===== config.mk =====
export PLATFORM = sky130hd
export DESIGN_NAME = counter_ctrl_16bit_flat
export DESIGN_NICKNAME = d
export VERILOG_FILES = /design/src/rtl/counter_ctrl_16bit_if.sv /design/src/rtl/counter_ctrl_16bit.sv /design/src/flat_wrapper.sv
export SDC_FILE = /design/constraint.sdc
export NUM_CORES = 1
export LEC_CHECK = 0
export CAP_MARGIN = 20
export CELL_PAD_IN_SITES_DETAIL_PLACEMENT = 0
export CELL_PAD_IN_SITES_GLOBAL_PLACEMENT = 1
export CORE_ASPECT_RATIO = 1.5
export CORE_MARGIN = 2
export CORE_UTILIZATION = 36
export DETAILED_ROUTE_END_ITERATION = 8
export PLACE_DENSITY = 0.84
export SLEW_MARGIN = 20
export SYNTH_ARGS = -nofsm -noshare
export SYNTH_HDL_FRONTEND = slang
export SYNTH_SLANG_ARGS = --single-unit

===== constraint.sdc =====
create_clock -name clk -period 3.1 [get_ports clk]
set_input_delay 0.465 -clock clk [delete_from_list [all_inputs] [get_ports clk]]
set_output_delay 0.465 -clock clk [all_outputs]
set_load 0.02 [all_outputs]

===== src/rtl/counter_ctrl_16bit_if.sv =====
// counter_ctrl_16bit_if: configuration, command and status bundle for counter_ctrl_16bit.
// The master side is the requester (control/register logic); the slave side is the timer.
// cfg_prescale exists only when TIMER_PRESCALE_EN is defined.

interface counter_ctrl_16bit_if #(
  parameter int unsigned WIDTH      = 16,
  parameter int unsigned PRESCALE_W = 8
) ();

  // Reject degenerate widths at elaboration.
  if (WIDTH < 2) begin : g_width_check
    $error("counter_ctrl_16bit_if: WIDTH must be at least 2");
  end
  if (PRESCALE_W < 1) begin : g_prescale_w_check
    $error("counter_ctrl_16bit_if: PRESCALE_W must be at least 1");
  end

  // Configuration channel
  logic                  cfg_valid;
  logic                  cfg_ready;
  logic [WIDTH-1:0]      cfg_period;
  logic                  cfg_periodic;
`ifdef TIMER_PRESCALE_EN
  logic [PRESCALE_W-1:0] cfg_prescale;
`endif

  // Single-cycle commands
  logic                  cmd_start;
  logic                  cmd_pause;
  logic                  cmd_stop;
  logic                  irq_ack;

  // Status
  logic [WIDTH-1:0]      count;
  logic [1:0]            state;
  logic                  busy;
  logic                  expire;
  logic                  irq;
  logic                  overrun;

`ifdef TIMER_PRESCALE_EN
  modport master (
    output cfg_valid, cfg_period, cfg_periodic, cfg_prescale,
    output cmd_start, cmd_pause, cmd_stop, irq_ack,
    input  cfg_ready, count, state, busy, expire, irq, overrun
  );

  modport slave (
    input  cfg_valid, cfg_period, cfg_periodic, cfg_prescale,
    input  cmd_start, cmd_pause, cmd_stop, irq_ack,
    output cfg_ready, count, state, busy, expire, irq, overrun
  );
`else
  modport master (
    output cfg_valid, cfg_period, cfg_periodic,
    output cmd_start, cmd_pause, cmd_stop, irq_ack,
    input  cfg_ready, count, state, busy, expire, irq, overrun
  );

  modport slave (
    input  cfg_valid, cfg_period, cfg_periodic,
    input  cmd_start, cmd_pause, cmd_stop, irq_ack,
    output cfg_ready, count, state, busy, expire, irq, overrun
  );
`endif

endinterface


===== src/rtl/counter_ctrl_16bit.sv =====
// counter_ctrl_16bit: programmable interval-timer controller driving a WIDTH-bit up-counter.
// A period/mode is loaded over a valid/ready handshake; start/pause/stop are single-cycle
// commands with priority stop > pause > start. Emits a one-cycle expire pulse, a sticky irq
// and a sticky overrun flag (expiry while irq still pending).
// Optional feature macro: TIMER_PRESCALE_EN adds cfg_prescale and a PRESCALE_W-bit tick
// prescaler; without it the counter ticks on every clock.

module counter_ctrl_16bit #(
  parameter int unsigned WIDTH      = 16,
  parameter int unsigned PRESCALE_W = 8
) (
  input logic                 clk,
  input logic                 rst_async,
  counter_ctrl_16bit_if.slave bus
);

  // Reject degenerate widths at elaboration.
  if (WIDTH < 2) begin : g_width_check
    $error("counter_ctrl_16bit: WIDTH must be at least 2");
  end
  if (PRESCALE_W < 1) begin : g_prescale_w_check
    $error("counter_ctrl_16bit: PRESCALE_W must be at least 1");
  end

  localparam logic [WIDTH-1:0] CountOne = {{(WIDTH-1){1'b0}}, 1'b1};
  localparam logic [WIDTH-1:0] CountMax = {WIDTH{1'b1}};

  typedef enum logic [1:0] {
    StIdle   = 2'b00,
    StArmed  = 2'b01,
    StRun    = 2'b10,
    StPaused = 2'b11
  } state_e;

  state_e           state_q;
  logic [WIDTH-1:0] period_q;
  logic [WIDTH-1:0] count_q;
  logic             periodic_q;
  logic             busy_q;
  logic             expire_q;
  logic             irq_q;
  logic             overrun_q;

  logic [WIDTH-1:0] terminal;
  logic             at_terminal;
  logic             tick;
  logic             run_step;
  logic             expire_evt;

  // ---------------------------------------------------------------------------
  // Tick generation
  // ---------------------------------------------------------------------------
`ifdef TIMER_PRESCALE_EN
  localparam logic [PRESCALE_W-1:0] PscOne = {{(PRESCALE_W-1){1'b0}}, 1'b1};

  logic [PRESCALE_W-1:0] prescale_q;
  logic [PRESCALE_W-1:0] psc_cnt_q;

  // One tick every prescale_q + 1 clocks of RUN.
  always_comb begin
    tick = (psc_cnt_q == prescale_q);
  end

  // Prescaler: latched on config, zero outside RUN/PAUSED and on stop, frozen while paused.
  always_ff @(posedge clk or negedge rst_async) begin
    if (!rst_async) begin
      prescale_q <= '0;
      psc_cnt_q  <= '0;
    end else begin
      if (state_q == StIdle && bus.cfg_valid) begin
        prescale_q <= bus.cfg_prescale;
      end
      if (state_q == StIdle || state_q == StArmed) begin
        psc_cnt_q <= '0;
      end else if (bus.cmd_stop) begin
        psc_cnt_q <= '0;
      end else if (run_step) begin
        psc_cnt_q <= tick ? '0 : psc_cnt_q + PscOne;
      end
    end
  end
`else
  // Without a prescaler every clock in RUN is a tick.
  always_comb begin
    tick = 1'b1;
  end
`endif

  // ---------------------------------------------------------------------------
  // Terminal-count decode
  // ---------------------------------------------------------------------------

  // A zero period means a full 2^WIDTH count, so terminal saturates to all ones.
  always_comb begin
    if (period_q == '0) begin
      terminal = CountMax;
    end else begin
      terminal = period_q - CountOne;
    end
  end

  // run_step: RUN with no stop/pause this cycle; only then can the count advance or expire.
  always_comb begin
    at_terminal = (count_q == terminal);
    run_step    = (state_q == StRun) && !bus.cmd_stop && !bus.cmd_pause;
    expire_evt  = run_step && tick && at_terminal;
  end

  // ---------------------------------------------------------------------------
  // Control FSM with registered count, busy and expire
  // ---------------------------------------------------------------------------

  // Sequencer: stop > pause > start in every state; pause on the terminal cycle defers expiry.
  always_ff @(posedge clk or negedge rst_async) begin
    if (!rst_async) begin
      state_q    <= StIdle;
      period_q   <= '0;
      periodic_q <= 1'b0;
      count_q    <= '0;
      busy_q     <= 1'b0;
      expire_q   <= 1'b0;
    end else begin
      expire_q <= expire_evt;
      unique case (state_q)
        StIdle: begin
          // Commands are ignored here; only a configuration transfer moves us on.
          if (bus.cfg_valid) begin
            period_q   <= bus.cfg_period;
            periodic_q <= bus.cfg_periodic;
            count_q    <= '0;
            state_q    <= StArmed;
          end
        end
        StArmed: begin
          // Pause has no effect of its own but still outranks a simultaneous start.
          if (bus.cmd_stop) begin
            state_q <= StIdle;
            count_q <= '0;
          end else if (!bus.cmd_pause && bus.cmd_start) begin
            state_q <= StRun;
            count_q <= '0;
            busy_q  <= 1'b1;
          end
        end
        StRun: begin
          if (bus.cmd_stop) begin
            state_q <= StIdle;
            count_q <= '0;
            busy_q  <= 1'b0;
          end else if (bus.cmd_pause) begin
            state_q <= StPaused;
          end else if (tick) begin
            if (at_terminal) begin
              count_q <= '0;
              if (!periodic_q) begin
                state_q <= StIdle;
                busy_q  <= 1'b0;
              end
            end else begin
              count_q <= count_q + CountOne;
            end
          end
        end
        StPaused: begin
          if (bus.cmd_stop) begin
            state_q <= StIdle;
            count_q <= '0;
            busy_q  <= 1'b0;
          end else if (!bus.cmd_pause && bus.cmd_start) begin
            state_q <= StRun;
          end
        end
        default: begin
          state_q <= StIdle;
          count_q <= '0;
          busy_q  <= 1'b0;
        end
      endcase
    end
  end

  // ---------------------------------------------------------------------------
  // Interrupt flags
  // ---------------------------------------------------------------------------

  // Expiry beats ack: an ack coinciding with expiry keeps irq set and overrun as it was.
  always_ff @(posedge clk or negedge rst_async) begin
    if (!rst_async) begin
      irq_q     <= 1'b0;
      overrun_q <= 1'b0;
    end else if (expire_evt) begin
      irq_q <= 1'b1;
      if (irq_q && !bus.irq_ack) begin
        overrun_q <= 1'b1;
      end
    end else if (bus.irq_ack) begin
      irq_q     <= 1'b0;
      overrun_q <= 1'b0;
    end
  end

  // ---------------------------------------------------------------------------
  // Outputs
  // ---------------------------------------------------------------------------

  // cfg_ready is a pure state decode so it follows reset without a clock edge.
  assign bus.cfg_ready = (state_q == StIdle);
  assign bus.count     = count_q;
  assign bus.state     = state_q;
  assign bus.busy      = busy_q;
  assign bus.expire    = expire_q;
  assign bus.irq       = irq_q;
  assign bus.overrun   = overrun_q;

endmodule


===== src/flat_wrapper.sv =====
// flat-port wrapper written by rule: the top's interface ports become plain ports
module counter_ctrl_16bit_flat 
#(
  parameter int unsigned WIDTH      = 16,
  parameter int unsigned PRESCALE_W = 8
)
  (clk, rst_async, bus_cfg_valid, bus_cfg_period, bus_cfg_periodic, bus_cmd_start, bus_cmd_pause, bus_cmd_stop, bus_irq_ack, bus_cfg_ready, bus_count, bus_state, bus_busy, bus_expire, bus_irq, bus_overrun);
  counter_ctrl_16bit_if #(.WIDTH(WIDTH), .PRESCALE_W(PRESCALE_W)) bus_i ();
  input logic clk;
  input logic rst_async;
  input wire logic [$bits(bus_i.cfg_valid)-1:0] bus_cfg_valid;
  input wire logic [$bits(bus_i.cfg_period)-1:0] bus_cfg_period;
  input wire logic [$bits(bus_i.cfg_periodic)-1:0] bus_cfg_periodic;
  input wire logic [$bits(bus_i.cmd_start)-1:0] bus_cmd_start;
  input wire logic [$bits(bus_i.cmd_pause)-1:0] bus_cmd_pause;
  input wire logic [$bits(bus_i.cmd_stop)-1:0] bus_cmd_stop;
  input wire logic [$bits(bus_i.irq_ack)-1:0] bus_irq_ack;
  output wire logic [$bits(bus_i.cfg_ready)-1:0] bus_cfg_ready;
  output wire logic [$bits(bus_i.count)-1:0] bus_count;
  output wire logic [$bits(bus_i.state)-1:0] bus_state;
  output wire logic [$bits(bus_i.busy)-1:0] bus_busy;
  output wire logic [$bits(bus_i.expire)-1:0] bus_expire;
  output wire logic [$bits(bus_i.irq)-1:0] bus_irq;
  output wire logic [$bits(bus_i.overrun)-1:0] bus_overrun;
  assign bus_i.cfg_valid = bus_cfg_valid;
  assign bus_i.cfg_period = bus_cfg_period;
  assign bus_i.cfg_periodic = bus_cfg_periodic;
  assign bus_i.cmd_start = bus_cmd_start;
  assign bus_i.cmd_pause = bus_cmd_pause;
  assign bus_i.cmd_stop = bus_cmd_stop;
  assign bus_i.irq_ack = bus_irq_ack;
  assign bus_cfg_ready = bus_i.cfg_ready;
  assign bus_count = bus_i.count;
  assign bus_state = bus_i.state;
  assign bus_busy = bus_i.busy;
  assign bus_expire = bus_i.expire;
  assign bus_irq = bus_i.irq;
  assign bus_overrun = bus_i.overrun;
  counter_ctrl_16bit #(.WIDTH(WIDTH), .PRESCALE_W(PRESCALE_W)) u_core (.clk(clk), .rst_async(rst_async), .bus(bus_i));
endmodule

* Yosys cells after proc, flatten, opt, wreduce, memory -nomap -nowiden *
Index checks and enable logic that the tools add are counted.

operators by class
  add/sub/neg operators = 2
  equal/unequal tests = 16
  multiplexer cells = 29
  reductions and logical operators = 18

operators by type and width
  operator                 count
  $mux W16                 8
  $pmux W16 S4             1
  $add A16 B1 Y16 const B  1
  $eq A16 B16 Y1           1
  $logic_not A16 Y1        1
  $sub A16 B1 Y16 const B  1
  $mux W2                  7
  $mux W1                  11
  $ne A2 B2 Y1 const B     4
  $reduce_and A4 Y1        2
  $reduce_and A7 Y1        1
  $ne A3 B2 Y1 const B     2
  $ne A3 B3 Y1 const B     2
  $pmux W2 S3              1
  $logic_and A1 B1 Y1      5
  $eq A2 B2 Y1 const B     2
  $ne A4 B3 Y1 const B     1
  $ne A4 B4 Y1 const B     1
  $reduce_and A2 Y1        2
  $logic_not A1 Y1         3
  $ne A3 B1 Y1 const B     1
  $pmux W1 S3              1
  $reduce_bool A3 Y1       1
  $eq A2 B1 Y1 const B     1
  other kinds (4)          4

storage, ports and cells
  flip-flop bits (word level) = 39
  input port bits = 24
  output and inout port bits = 23
  logic and storage cells = 73

* Logic depth before layout (Yosys ltp) *
  word-level depth = 7
  depth in mapped cells = 11

* Worst setup path after synthesis *
No wires, ideal clock.

  kind = register to register
  start point = reg u_core.period_q[0]
  end point = reg u_core.count_q[10] (netlist: u_core.bus.count[10])
  arrival = 3.228 ns
  slack = -0.266 ns
  stages on the path, launching flop included = 12
  path through = dfrtp_1 > inv_1 > ha_1 > or4b_4 > or4_1 > buf_2 > o41ai_2 > mux2i_1 > or4b_4 > nor4b_4 > buf_6 > a21oi_1

on the way
  word-level cells in the longest chain between the ends = 7
  elaborated cells on any way between the ends = 8
  classes of those cells = 1 x add/sub; 1 x eq/ne; 5 x mux; 1 x reduce/logical

ends and longest elaborated chain
  element                                               RTL line                                            text
  from (decl)                                           counter_ctrl_16bit.sv:36                            logic [WIDTH-1:0] period_q;
  from (signal assigned)                                counter_ctrl_16bit.sv:128                           period_q <= bus.cfg_period;
  $sub A16 B1 Y16 or $logic_not A16 Y1 (tied branches)  counter_ctrl_16bit.sv:98, counter_ctrl_16bit.sv:95
  $mux W16 *                                            counter_ctrl_16bit.sv:95                            if (period_q == '0) begin
  $eq A16 B16 Y1 *                                      counter_ctrl_16bit.sv:104                           at_terminal = (count_q == terminal);
  $mux W16 *                                            counter_ctrl_16bit.sv:153                           if (at_terminal) begin
  $mux W16 *                                            counter_ctrl_16bit.sv:150                           end else if (bus.cmd_pause) begin
  $mux W16 *                                            counter_ctrl_16bit.sv:146                           if (bus.cmd_stop) begin
  $pmux W16 S4 *                                        counter_ctrl_16bit.sv:124                           unique case (state_q)
  to (signal assigned)                                  counter_ctrl_16bit.sv:160                           count_q <= count_q + CountOne;
  to (decl)                                             counter_ctrl_16bit.sv:37                            logic [WIDTH-1:0] count_q;

Every way passes the cells marked *; elsewhere a longest branch is shown, timed or not. The select of a mux whose other input is x is not followed.
A chain may end at the register's enable or synchronous reset.

* Final worst setup path *
  start point = reg u_core.period_q[1]
  end point = reg u_core.count_q[5] (netlist: u_core.bus.count[5])

Same word-level chain as after synthesis.

==> qor.yml <==
vias: 2475
rsz0062_at_grt: "yes"
cap_violations: 0
num_rows: 38
critical_path_arrival_ns: 3.40
cts_htree_levels: 2
yosysTopAreaCellShare_pct: 36.9
reg2reg_slack_ns: -0.12
worstMarginPinSlew_ns: 0.871
cp.buffers_inverters: 2
slowest_delay_ns: 0.55
hold_viol: 0
synth_area_leaders: "dfrtp_1 (37%), mux2_2 (6.0%), xnor2_1 (6.0%)"
power_density_nw_per_um2: 523
leakagePower_nw: 1.45
fin_tns_setup_ns: -1.52
wl_per_cell_um: 15.4
via_per_inst: 5.29
initial_core_util_pct: 36.8
cts-buffers-inserted: 5
failed_checks: "setup timing"
final_nets: 393
yosysSeqAreaShare_pct: 36.9
area_growth_pct: 38.0
ios: 47
crit_path_cell_trace: "inv_2, ha_4, or4b_4, or4_4, o41ai_2, mux2i_1, or4b_4, nor4b_4, buf_6, a21oi_1"
core_um2: 7180
clkSinkCount: 39
hpwl_mm: 5.53
yosysWarningCount: 0
fp.dieW_um: 73.9
outcome: "complete, but fails checks"
timing.max_slew.rel_slack_pct: 41.9
syn-num-nets: 318
synth-edff-count: 0
ir_drop_mv: 0.215
finalSetupViolations: 15
synthCells: 292
netlist_area_um2: 2640
clk_pin_slew_ns: 0.08
cts_tree: "done"
critical-path-top-delay-family: "simple AND/OR/NAND/NOR gates"
drc_errors: 0
path_class: "register to register"
hold_buffers: 0
fin_ws_ns: -0.119
fmax_mhz: 311
cts_root_buf: "clkbuf_8"
report.final.slew_viol_count: 0
ys_types: 56
antenna_cells: 0
grt_usage_pct: 18.7
cp_common_cell: "or4b_4"
crit_path_start_kind: "register"
layout_worst_path_cycle_share_pct: 104
wirelength_mm: 7.21
io_buffers: 46
drtAntennaViolNets: 0
die_h_um: 109
min_period_ns: 3.22
dr.first_iter.drc_count: 100
avgSynthCellArea_um2: 9.05
dr.pass1.iters: 4
grt_pass1_vias: 2412
holdCritPathClass: "primary input to asynchronous set/reset pin"
grt_max_degree: 40
drive_gt1_share_pct: 23.1
cpMaxStageDelayCell: "or4b_4"
grt_pass1_wl_mm: 11.5
place.gp.congestion: 0.850
overflow: 0
synth_ff_type: "dfrtp_1"
synth-async-reset-ratio_pct: 100
clock_path_buffers: 2
dieArea_um2: 8050
fin_util_pct: 50.8
critPathRequiredTime_ns: 3.28
crit_path_max_fanout: 8
grt_antenna_before_repair: 0
clock_latency_ns: 0.30
ys_ff_latch: 39
yosys.area.top_type: "dfrtp_1"
clock_skew_ns: 0.00841
cp-end-kind: "register"
==> cells in the final DEF, fill, tap and decap left out, types with 3 or more instances in the layout <==
cell	n
clkdlybuf4s50_1	45
nor3_1	14
nor2_1	13
or3_1	3
nand2_1	29
a21oi_1	18
buf_4	34
clkbuf_8	5
a21oi_2	4
buf_6	3
mux2_2	14
nand3b_1	4
nand2b_1	4
inv_1	5
nor2b_1	5
and3_1	4
xor2_1	11
and2_1	4
a211oi_1	3
nand3_1	10
nand4_1	4
xnor2_1	18
or4_1	7
dfrtp_1	39
or2_2	3
o21ai_0	9
==> layout make-up <==
class | instances | area, um2
sequential | 39 | 976
clock buffer | 6 | 72.6
clock inverter | 2 | 60.1
fill | 688 | 3530
timing repair buffer | 83 | 744
multi-input combinational | 231 | 1640
inverter | 7 | 26.3
tap | 100 | 125
==> synthesized netlist by cell type (all sizes together) (3+ instances only) <==
master	instances
dfrtp	39
nand2	29
a21oi	22
xnor2	18
nor3	15
mux2	14
nor2	13
clkbuf	12
o21ai	12
xor2	11
nand3	10
or4	8
inv	7
and3	5
nor2b	5
and2	4
nand2b	4
nand3b	4
nand4	4
a211oi	3
buf	3
nor3b	3
nor4	3
nor4b	3
or2	3
or3	3
==> worst reg2reg max path: stages, from the launching register on <==
cell and delay (ns):
dfrtp_1 0.40, inv_2 0.08, ha_4 0.13, or4b_4 0.47, or4_4 0.52, o41ai_2 0.21
mux2i_1 0.14, or4b_4 0.55, nor4b_4 0.34, buf_6 0.19, a21oi_1 0.07
==> layer usage <==
layer | vias to the layer above | share of wire (%) | track usage (%)
met5 | - | 0 | 0
met4 | 0 | 3.4 | 9.48
met3 | 14 | 2.9 | 2.77
met2 | 45 | 54 | 32.8
met1 | 1200 | 40 | 21.6
li1 | 1216 | - | -
==> report_power, final <==
group / internal [mW] / switching, mW
sequential: 0.578 / 0.0729
clock: 0.322 / 0.187
combinational: 0.379 / 0.368
==> registers in the layout, indices dropped and copies added, names as in the netlist <==
name and cells:
u_core.bus.count 16, u_core.period_q 16, u_core.bus.state 2, u_core.bus.busy 1, u_core.bus.expire 1, u_core.bus.irq 1, u_core.bus.overrun 1, u_core.periodic_q 1
==> final timing paths <==
path	start	endpoint	cells past startpoint
max in group asynchronous	rst_async	u_core.period_q[8]	1
min reg2reg	u_core.periodic_q	u_core.periodic_q	1
min	rst_async	u_core.period_q[14]	1
max	u_core.period_q[1]	u_core.bus.count[5]	10
max reg2reg	u_core.period_q[1]	u_core.bus.count[5]	10
min in group clk	u_core.periodic_q	u_core.periodic_q	1
==> kinds of logic after synthesis <==
family | count (synthesis) | synth area share [%]
compound gates | 62 | 15.8
xor+xnor | 29 | 9.62
fa+ha+maj | 2 | 0.947
buf+inv | 22 | 3.74
flops | 39 | 36.9
mux | 15 | 6.35
simple gates | 123 | 26.6
==> stage by stage <==
step / power, mW / instances / cell area (um2) / worst slack (ns) / hold WS, ns
2_1_floorplan: 1.09 / 292 / 2660 / -0.241 / 0.169
3_3_place_gp: 1.36 / 456 / 3410 / -0.0867 / 0.494
3_5_place_dp: 1.37 / 456 / 3410 / -0.162 / 0.501
4_1_cts: 1.91 / 468 / 3620 / -0.0965 / 0.311
5_1_grt: 2.00 / 468 / 3640 / -0.209 / 0.366
6_report: 1.91 / 468 / 3640 / -0.119 / 0.281
==> timing repair <==
| item | in CTS | in global routing |
|---|---|---|
| resized for setup | 12 | 8 |
| buffers inserted | 4 | 0 |
| setup endpoints to repair | 18 | 19 |
| pin swaps | 4 | 3 |
Note: power is estimated with default switching activity, not from simulation.
==> patch, RTL diff (same settings) <==
`WIDTH` is set to 16 in 3 places; all go to 32.
--- a/src/rtl/counter_ctrl_16bit_if.sv
+++ b/src/rtl/counter_ctrl_16bit_if.sv
@@ -3,7 +3,7 @@
 // cfg_prescale exists only when TIMER_PRESCALE_EN is defined.
 
 interface counter_ctrl_16bit_if #(
-  parameter int unsigned WIDTH      = 16,
+  parameter int unsigned WIDTH      = 32,
   parameter int unsigned PRESCALE_W = 8
 ) ();
 
--- a/src/rtl/counter_ctrl_16bit.sv
+++ b/src/rtl/counter_ctrl_16bit.sv
@@ -6,7 +6,7 @@
 // prescaler; without it the counter ticks on every clock.
 
 module counter_ctrl_16bit #(
-  parameter int unsigned WIDTH      = 16,
+  parameter int unsigned WIDTH      = 32,
   parameter int unsigned PRESCALE_W = 8
 ) (
   input logic                 clk,
--- a/src/flat_wrapper.sv
+++ b/src/flat_wrapper.sv
@@ -1,7 +1,7 @@
 // flat-port wrapper written by rule: the top's interface ports become plain ports
 module counter_ctrl_16bit_flat 
 #(
-  parameter int unsigned WIDTH      = 16,
+  parameter int unsigned WIDTH      = 32,
   parameter int unsigned PRESCALE_W = 8
 )
   (clk, rst_async, bus_cfg_valid, bus_cfg_period, bus_cfg_periodic, bus_cmd_start, bus_cmd_pause, bus_cmd_stop, bus_irq_ack, bus_cfg_ready, bus_count, bus_state, bus_busy, bus_expire, bus_irq, bus_overrun);
Ports: changed (resized bus_cfg_period and bus_count); port bits go from 47 to 79. No check against the original RTL was run, so the function may have changed too.
==> patch against the unedited design <==
  * The flow still finishes with violations (setup timing)
  * Global-route usage rose by 5.6 points
  * Sequential cell count rose by 32
  * Power rose by 120%
  * Wire length rose to 2.5 times the old value
  * Sequential power rose by 86%
  * Critical path depth rose by 4
  * Setup slack got worse by 220 ps
  * Die area rose by 90%
  * Via count rose by 110%
  * Synthesized area rose by 95%
  * Design area rose by 110%
  * Maximum frequency fell by 6.4%
  * Largest cell class unchanged
==> patch: results (changes against the unedited design) <==
outcome: "finished, violations left"
violations: "setup timing"
grt_pass1_wl_um: 28200  # +150%
peakVddDrop_uv: 275  # +28%
setup_viol: 37  # +22
grt_max_degree: 39  # -2.5%
drtIter0Drc: 238  # +140%
p_leak_uw: 0.00307  # +110%
crit_path_max_incr_delay_ps: 610  # +60 ps
grt_pass1_vias: 5284  # +120%
power_frac_clock_pct: 26.5  # -0.2 points
nets: 804  # +100%
hold-worst-slack_ps: 213  # -68.0 ps
yosysSeqAreaShare_pct: 34.5  # -2.4 points
yosys-top-cells-area: "dfrtp_1 35%, mux2_2 6.8%, xnor2_1 4.8%"
placed_cell_area_um2: 6970  # +100%
fin_setup_tns_ps: -11050  # -9530 ps
worst_slack_ps: -340  # -221 ps
worst_ep_arrival_time_ps: 3670  # +270 ps
p_int_uw: 2710  # +110%
dp_hpwl_um: 13800  # +150%
clock_latency_ps: 350  # +50 ps
wl_um: 18000  # +150%
port_buffers: 78  # +70%
seq_area_um2: 1780  # +82%
cts-root-buf: "clkbuf_16"
numCtsBuffers: 9  # +4
viasPerCell: 5.40  # +2.1%
-- patch: final timing paths --
| path | start | end | cells after the start |
|---|---|---|---|
| min | rst_async | u_core.period_q[27] | 1 |
| max in group asynchronous | rst_async | u_core.bus.count[3] | 2 |
| max | u_core.period_q[7] | u_core.bus.count[28] | 14 |
| min in group clk | u_core.bus.busy | u_core.bus.busy | 2 |
| min reg2reg | u_core.bus.busy | u_core.bus.busy | 2 |
| max reg2reg | u_core.period_q[7] | u_core.bus.count[28] | 14 |
-- patch: stage by stage --
stage | cells | setup WS, ps
after floorplan | 560 | -258
after global placement | 926 | -368
after detailed placement | 926 | -438
after CTS | 954 | -307
after global routing | 959 | -466
final | 959 | -340
-- patch: what timing repair did --
action | in CTS | in global routing
gates cloned | 2 | 1
setup endpoints to repair | 37 | 37
setup buffers | 11 | 3
gates resized for setup | 50 | 25
pin swaps | 27 | 12
-- patch: logic make-up after synthesis --
family | after synthesis | share of synthesized area [%]
AND/OR/NAND/NOR | 272 | 31.6
multiplexers | 34 | 7.37
adder cells (fa/ha/maj) | 3 | 0.730
AO/OA/AOI/OAI | 82 | 11.4
flip-flops | 71 | 34.5
buffers and inverters | 43 | 4.38
XOR/XNOR | 55 | 9.90
-- patch: per-layer routing --
layer  global-route usage [%]  part of all wire, %  wire, um
met1                     26.9                   38      6940
met2                     44.2                   53      9630
met3                     3.71                  3.5       633
met4                     12.0                  4.7       846
met5                        0                    0         0
-- patch: cell type report --
cell class / instances / share of cell area, %
multi-input cells: 446 / 44.5
repair buffers: 219 / 24.9
flip-flops and latches: 71 / 22.7
clock buffers: 12 / 3.40
well taps: 192 / 3.07
inverters: 14 / 0.703
clock inverters: 4 / 0.671
diodes: 1 / 0.0320
